$ cat src/rtl/security_pkg.sv
// Shared definitions for the security panel.
// State codes, widths and a constant clog2 helper.
package security_pkg;

    localparam int STATE_W = 3;

    localparam logic [STATE_W-1:0] ST_DISARMED = 3'd0;
    localparam logic [STATE_W-1:0] ST_EXIT     = 3'd1;
    localparam logic [STATE_W-1:0] ST_ARMED    = 3'd2;
    localparam logic [STATE_W-1:0] ST_ENTRY    = 3'd3;
    localparam logic [STATE_W-1:0] ST_ALARM    = 3'd4;

    // Bits needed to hold values 0 .. v-1 (0 for v <= 1).
    function automatic int clog2(input int v);
        int r;
        r = 0;
        for (int i = 0; i < 31; i++) begin
            if ((1 << i) < v) begin
                r = i + 1;
            end
        end
        return r;
    endfunction

    function automatic int max2(input int a, input int b);
        return (a > b) ? a : b;
    endfunction

endpackage

$ cat src/rtl/security_panel_zone_debounce.sv
// Per-zone debounce: trip asserts once the input
// has been high for DEBOUNCE consecutive samples.
module zone_debounce
    import security_pkg::*;
#(
    parameter int DEBOUNCE = 3
) (
    input  logic clk,
    input  logic rst_n,
    input  logic in,
    output logic trip
);

    localparam int CW = max2(clog2(DEBOUNCE + 1), 1);
    localparam logic [CW-1:0] CNT_MAX = CW'(DEBOUNCE);

    logic [CW-1:0] cnt_q;
    logic [CW-1:0] cnt_d;

    // Count consecutive high samples, saturating; any low sample clears.
    always_comb begin
        cnt_d = cnt_q;
        if (!in) begin
            cnt_d = '0;
        end else if (cnt_q != CNT_MAX) begin
            cnt_d = cnt_q + 1'b1;
        end
    end

    // Counter register with synchronous reset.
    always_ff @(posedge clk) begin
        if (!rst_n) begin
            cnt_q <= '0;
        end else begin
            cnt_q <= cnt_d;
        end
    end

    assign trip = (cnt_q == CNT_MAX);

endmodule

$ cat src/rtl/security_panel.sv
// Alarm controller: arm/disarm FSM with exit and entry
// delays, zone trip latching and a time-bounded siren.
module security_panel
    import security_pkg::*;
#(
    parameter int N_ZONES    = 4,
    parameter int ENTRY_ZONE = 0,
    parameter int DEBOUNCE   = 3,
    parameter int EXIT_CYC   = 20,
    parameter int ENTRY_CYC  = 30,
    parameter int SIREN_CYC  = 100
) (
    input  logic               clk,
    input  logic               rst_n,
    input  logic [N_ZONES-1:0] zone_alarm,
    input  logic               arm,
    input  logic               disarm,
    output logic               armed,
    output logic               pending,
    output logic               siren,
    output logic [N_ZONES-1:0] zone_latched,
    output logic [STATE_W-1:0] state
);

    localparam int MAXC = max2(max2(EXIT_CYC, ENTRY_CYC), SIREN_CYC);
    localparam int TW   = max2(clog2(MAXC), 1);

    localparam logic [TW-1:0] EXIT_LD  = TW'(EXIT_CYC - 1);
    localparam logic [TW-1:0] ENTRY_LD = TW'(ENTRY_CYC - 1);
    localparam logic [TW-1:0] SIREN_LD = TW'(SIREN_CYC - 1);

    localparam logic [N_ZONES-1:0] ENTRY_MASK = N_ZONES'(1) << ENTRY_ZONE;

    logic [N_ZONES-1:0] trip;
    logic               inst_trip;
    logic               entry_trip;
    logic               tick;

    logic [STATE_W-1:0] state_q, state_d;
    logic [TW-1:0]      timer_q, timer_d;
    logic               siren_q, siren_d;
    logic               armed_q, armed_d;
    logic               pending_q, pending_d;
    logic [N_ZONES-1:0] latched_q, latched_d;

    for (genvar g = 0; g < N_ZONES; g++) begin : g_zone
        zone_debounce #(
            .DEBOUNCE(DEBOUNCE)
        ) u_deb (
            .clk  (clk),
            .rst_n(rst_n),
            .in   (zone_alarm[g]),
            .trip (trip[g])
        );
    end

    assign inst_trip  = |(trip & ~ENTRY_MASK);
    assign entry_trip = |(trip & ENTRY_MASK);
    assign tick       = (timer_q == '0);

    // Next-state, shared timer, siren and latch update.
    always_comb begin
        state_d   = state_q;
        timer_d   = timer_q;
        siren_d   = siren_q;
        latched_d = latched_q;

        if (state_q inside {ST_ARMED, ST_ENTRY, ST_ALARM}) begin
            latched_d = latched_q | trip;
        end

        if (disarm) begin
            state_d = ST_DISARMED;
            timer_d = '0;
            siren_d = 1'b0;
        end else begin
            unique case (state_q)
                ST_DISARMED: begin
                    if (arm) begin
                        state_d   = ST_EXIT;
                        timer_d   = EXIT_LD;
                        latched_d = '0;
                    end
                end
                ST_EXIT: begin
                    if (tick) begin
                        state_d = ST_ARMED;
                    end else begin
                        timer_d = timer_q - 1'b1;
                    end
                end
                ST_ARMED: begin
                    if (inst_trip) begin
                        state_d = ST_ALARM;
                        timer_d = SIREN_LD;
                        siren_d = 1'b1;
                    end else if (entry_trip) begin
                        state_d = ST_ENTRY;
                        timer_d = ENTRY_LD;
                    end
                end
                ST_ENTRY: begin
                    if (inst_trip || tick) begin
                        state_d = ST_ALARM;
                        timer_d = SIREN_LD;
                        siren_d = 1'b1;
                    end else begin
                        timer_d = timer_q - 1'b1;
                    end
                end
                ST_ALARM: begin
                    if (siren_q) begin
                        if (tick) begin
                            siren_d = 1'b0;
                        end else begin
                            timer_d = timer_q - 1'b1;
                        end
                    end
                end
                default: begin
                    state_d = ST_DISARMED;
                    timer_d = '0;
                    siren_d = 1'b0;
                end
            endcase
        end

        armed_d   = (state_d != ST_DISARMED) &&
                    (state_d inside {ST_EXIT, ST_ARMED, ST_ENTRY, ST_ALARM});
        pending_d = (state_d == ST_EXIT) || (state_d == ST_ENTRY);
    end

    // State, timer and registered outputs with synchronous reset.
    always_ff @(posedge clk) begin
        if (!rst_n) begin
            state_q   <= ST_DISARMED;
            timer_q   <= '0;
            siren_q   <= 1'b0;
            armed_q   <= 1'b0;
            pending_q <= 1'b0;
            latched_q <= '0;
        end else begin
            state_q   <= state_d;
            timer_q   <= timer_d;
            siren_q   <= siren_d;
            armed_q   <= armed_d;
            pending_q <= pending_d;
            latched_q <= latched_d;
        end
    end

    assign state        = state_q;
    assign armed        = armed_q;
    assign pending      = pending_q;
    assign siren        = siren_q;
    assign zone_latched = latched_q;

endmodule

$ cat config.mk
export PLATFORM = sky130hd
export DESIGN_NAME = security_panel
export DESIGN_NICKNAME = d
export VERILOG_FILES = /design/src/rtl/security_pkg.sv /design/src/rtl/security_panel_zone_debounce.sv /design/src/rtl/security_panel.sv
export SDC_FILE = /design/constraint.sdc
export NUM_CORES = 1
export LEC_CHECK = 0
export BUFFER_PORTS_ARGS = -buffer_cell sky130_fd_sc_hd__buf_2
export CAP_MARGIN = 20
export CORE_ASPECT_RATIO = 0.8
export CORE_MARGIN = 1
export CORE_UTILIZATION = 35
export DETAILED_ROUTE_END_ITERATION = 10
export SKIP_LAST_GASP = 1
export SLEW_MARGIN = 20
export SYNTH_ARGS = -nofsm -noshare
export SYNTH_HDL_FRONTEND = slang
export SYNTH_SLANG_ARGS = --single-unit
$ cat constraint.sdc
create_clock -name clk -period 2.5 [get_ports clk]
set_input_delay 0.25 -clock clk [delete_from_list [all_inputs] [get_ports clk]]
set_output_delay 0.25 -clock clk [all_outputs]
set_load 0.02 [all_outputs]
# After elaboration in Yosys (flattened, before gate mapping)
# Cells that the tools add are included.
# op_classes
addsub	5
n_eq_ne	21
n_mux	23
n_bitwise	3
n_reduce_logical	17
# op_table
op	count
2-to-1 mux 7 bit	6
case mux 7 bit (5 select lines)	1
2-to-1 mux 3 bit	6
2-to-1 mux 4 bit	4
case mux 3 bit (5 select lines)	1
!= test 2 bit (second input constant)	7
== test 3 x 2 -> 1 bit (second input constant)	4
adder 2 x 1 -> 2 bit (second input constant)	4
== test 2 bit (second input constant)	4
AND reduction 2 bit	4
zero test 7 bit	1
subtractor 7 x 1 -> 7 bit (second input constant)	1
== test 3 x 1 -> 1 bit (second input constant)	2
== test 3 bit (second input constant)	2
AND reduction 3 bit	2
nonzero test 3 bit	2
2-to-1 mux 1 bit	4
bitwise OR 4 bit	1
case mux 1 bit (4 select lines)	1
nonzero test 4 bit	1
OR reduction 2 bit	2
zero test 3 bit	1
!= test 3 bit (second input constant)	1
OR reduction 3 bit	1
4 further kinds	6
# totals
reg_bits	25
inputBits	8

# Longest topological paths before layout
# depth
depth_word	9
depth_mapped	7
mapped_depth_nobuf	7

# Modules after synthesis
# A second synthesis with hierarchy kept.
# unflattened
cells_unflattened	161
hier_area_um2	1341.3
# modules_own_cells
mod	instances	cells_each	area_per_inst_um2
security_panel	1	125	960.9
zone_debounce	4	9	95.1

# Worst setup path after synthesis
# OpenSTA, ideal clock, no wires.
# synth_path
path_kind	reg-to-reg
from	register timer_q[0]
to	register timer_q[0]
setup_ns	0.117
arrival_time_ns	1.691
slack_ns	0.692
path_stages_with_launch	8
n_path_buf	0
period_less_slack_ns	1.808
path_cell_list	dfxtp_1 -> inv_1 -> ha_1 -> or4b_4 -> nor3_4 -> a21boi_2 -> and2_4 -> a32o_1
# synth_via
elab_chain_cells	4
# synth_rtl
element	line	text
start, declared	security_panel.sv:40	logic [TW-1:0] timer_q, timer_d;
start signal, assigned	security_panel.sv:144	timer_q <= timer_d;
subtractor 7 x 1 -> 7 bit or zero test 7 bit (tied branches)	--	
2-to-1 mux 7 bit or logical OR 1 bit (tied branches)	security_panel.sv:86, security_panel.sv:113, security_panel.sv:103	
2-to-1 mux 7 bit (on tied branches)	security_panel.sv:112, security_panel.sv:103	
case mux 7 bit (5 select lines) *	security_panel.sv:77	unique case (state_q)
# Mark *: on every way between the ends. The rest lies on a longest branch, timed or not. The select of a mux whose other input is x is not followed.
# A chain may end at the register's enable or synchronous reset.

# Worst setup path after layout
# layout_path
from	register g_zone[2].u_deb.cnt_q[0]
to	register timer_q[1]
# layout_via
elab_chain_cells	5
# layout_rtl
element	line	text
start, declared	security_panel_zone_debounce.sv:17	logic [CW-1:0] cnt_q;
start signal, assigned	security_panel_zone_debounce.sv:35	cnt_q <= cnt_d;
== test 2 bit *	security_panel_zone_debounce.sv:39	assign trip = (cnt_q == CNT_MAX);
OR reduction 3 bit *	security_panel.sv:57	assign inst_trip = |(trip & ~ENTRY_MASK);
logical OR 1 bit	security_panel.sv:103	if (inst_trip || tick) begin
2-to-1 mux 7 bit	security_panel.sv:103	
case mux 7 bit (5 select lines)	security_panel.sv:77	
# Mark *: on every way between the ends. The rest lies on a longest branch, timed or not.

==> qor.yml <==
dp_hpwl_um: 2170
grt_max_degree: 19
power.density_mw_per_mm2: 546
synth-main-ff-cell: "dfxtp_1"
finalCritPeriodShare: 0.819
fmax_mhz: 488
cts_resized: 0
cts_hold_buf: 0
synth_nets: 165
maxCapViolations: 0
combPwrFrac: 0.162
syn_area_per_cell_um2: 8.49
synth_cells: 152
row_count: 19
grt_setup_unrepaired: "false"
async_flop_share: 0
ys_seq_area_frac: 0.388
grt_antenna_before_repair: 0
critPathKind: "flip-flop to flip-flop"
period_minus_slack_ns: 2.05
nets: 183
wl_per_cell_um: 13.6
worst_hold_path_type: "input port to flip-flop"
io_pins: 18
vias: 1164
wl_um: 2860
overflow: 0
outcome: "finished, final reports clean"
peakVddDrop_mv: 0.250
ys_seq_elements: 25
finalClockSkew_ns: 0.00791
drv_slew: 0
tightest_slew_ns: 0.644
cp.buffers_inverters: 0
setup_tns_ns: 0
grt_usage: 0.162
clk_pin_slew_worst_paths_ns: 0.09
path_cells: "ha_1 -> or3_1 -> a41oi_1 -> nor2_1 -> nor4_1 -> o2bb2ai_1"
drtIter0Drc: 58
ant_nets: 0
power.static_leakage_uw: 0.000604
drcViolationCount: 0
yosysUniqueCellTypes: 39
setup_viol: 0
start_kind: "flip-flop"
sw_frac_of_total: 0.272
die_h_um: 56.3
syn2layout_area_growth_pct: 13.3
critical-path-top-delay-family: "simple AND/OR/NAND/NOR gates"
dr.pass1.iters: 4
cts_max_level: 1
hold_violations: 0
worstSkewPairLatency_ns: 0.28
clock-sinks: 25
cts-root-buf: "clkbuf_8"
core_mm2: 0.00347
clk_path_buf_depth: 2
cts_buffers: 3
insertedDiodeCount: 0
required_ns: 2.65
synth-edff-count: 0
die_area_mm2: 0.00393
p_int_uw: 580
final_util: 0.421
crit_fanout: 5
max_stage_delay_ns: 0.46
p_clk_frac: 0.303
grt_pass1_vias: 1127
post_cts_buffers: 0
power_frac_seq: 0.534
critPathArrivalTime_ns: 2.20
critical_path.slowest_cell: "or3_1"
relSlewSlack: 0.565
port_buffers: 17
die_w_um: 69.9
switchingPower_uw: 217
place_congestion: 0.872
drive_above_1_share: 0.154
via_per_inst: 5.52
cts_tree: "done"
netlist_area_mm2: 0.00129
critPathCaptureType: "flip-flop"
initial_core_util: 0.372
ys_warn_count: 0
grt_pass1_wl_um: 4970
synthesized netlist by cell type, types with 3 or more instances:
cell type / number / area share
dfxtp_1: 25 / 0.39
nor2_1: 25 / 0.073
a21oi_1: 14 / 0.054
nand2_1: 7 / 0.020
o21ai_0: 7 / 0.027
inv_1: 6 / 0.017
clkbuf_1: 5 / 0.015
ha_1: 5 / 0.048
mux2i_1: 5 / 0.039
nand2b_1: 5 / 0.024
nor3_1: 4 / 0.016
xor2_1: 4 / 0.027
a22o_1: 3 / 0.020
layer usage:
layer  track usage  part of all wire  vias to the layer above
met5             0                 0                        -
met2         0.236              0.41                       48
li1              -                 -                      586
met3        0.0503             0.080                        9
met4         0.103             0.036                        0
met1         0.207              0.47                      521
worst reg2reg max path, stage by stage (launching register included):
cell and delay, ns:
dfxtp_1 0.33, ha_1 0.27, or3_1 0.46, a41oi_1 0.27
nor2_1 0.13, nor4_1 0.35, o2bb2ai_1 0.12
registers in the layout, indices dropped and copies added (netlist names):
register	flops
timer_q	7
pending	1
state	3
armed	1
zone_latched	4
g_zone.u_deb.cnt_q	8
siren	1
cell type report:
cell class,count,area (um2)
Tap cell,42,52.6
Clock buffer,4,45.0
Sequential cell,25,500
Fill cell,342,2010
Multi-Input combinational cell,116,748
Timing Repair Buffer,18,92.6
Inverter,6,22.5
logic make-up (layout without fill, tap and decap cells):
logic type | Yosys count | after routing | share of synthesized area
compound gates | 43 | 43 | 0.223
xor+xnor | 5 | 5 | 0.0339
mux | 5 | 5 | 0.0388
buf+inv | 11 | 28 | 0.0320
simple gates | 58 | 58 | 0.236
fa+ha+maj | 5 | 5 | 0.0485
flops | 25 | 25 | 0.388
path summary, 6_finish.rpt:
| path | startpoint | endpoint | slack (ns) | cells after the start |
|---|---|---|---|---|
| min | zone_alarm[0] | g_zone[0].u_deb.cnt_q[1] | 0.22 | 3 |
| max reg2reg | g_zone[2].u_deb.cnt_q[0] | timer_q[1] | 0.45 | 6 |
| max | g_zone[2].u_deb.cnt_q[0] | timer_q[1] | 0.45 | 6 |
| min reg2reg | zone_latched[3] | zone_latched[3] | 0.46 | 2 |
power groups by stage:
stage	sequential (uW)	combinational, uW	clock [uW]
after floorplan	434	95.8	0
after global placement	435	125	0
after detailed placement	435	128	0
after CTS	426	129	251
after global routing	429	145	265
final	426	130	242
stage by stage:
step	area, um2	hold slack (ns)	total power (uW)	std cells	worst slack [ns]
6_report	1460	0.222	798	211	0.453
5_1_grt	1460	0.229	838	211	0.335
4_1_cts	1460	0.214	806	211	0.497
3_5_place_dp	1420	0.453	563	207	0.509
3_3_place_gp	1420	0.445	559	207	0.489
2_1_floorplan	1290	0.394	529	152	0.692
cell usage in the layout (no fill, tap or decap), types with 2 or more instances in the layout:
master,n
clkbuf_8,3
nor2b_1,2
mux2i_1,5
xor2_1,4
a22o_1,3
nor3b_1,2
o32ai_1,2
nor3_1,4
nand2b_1,5
nand3_1,2
o22ai_1,2
o41ai_1,2
a22oi_1,2
o21ai_0,7
nor2_1,25
nand2_1,7
ha_1,5
inv_1,6
buf_2,17
o21bai_1,2
nor4_1,2
o2bb2ai_1,2
a21oi_1,14
nor4b_1,2
dfxtp_1,25
No activity file was read; power rests on OpenSTA's default activity.
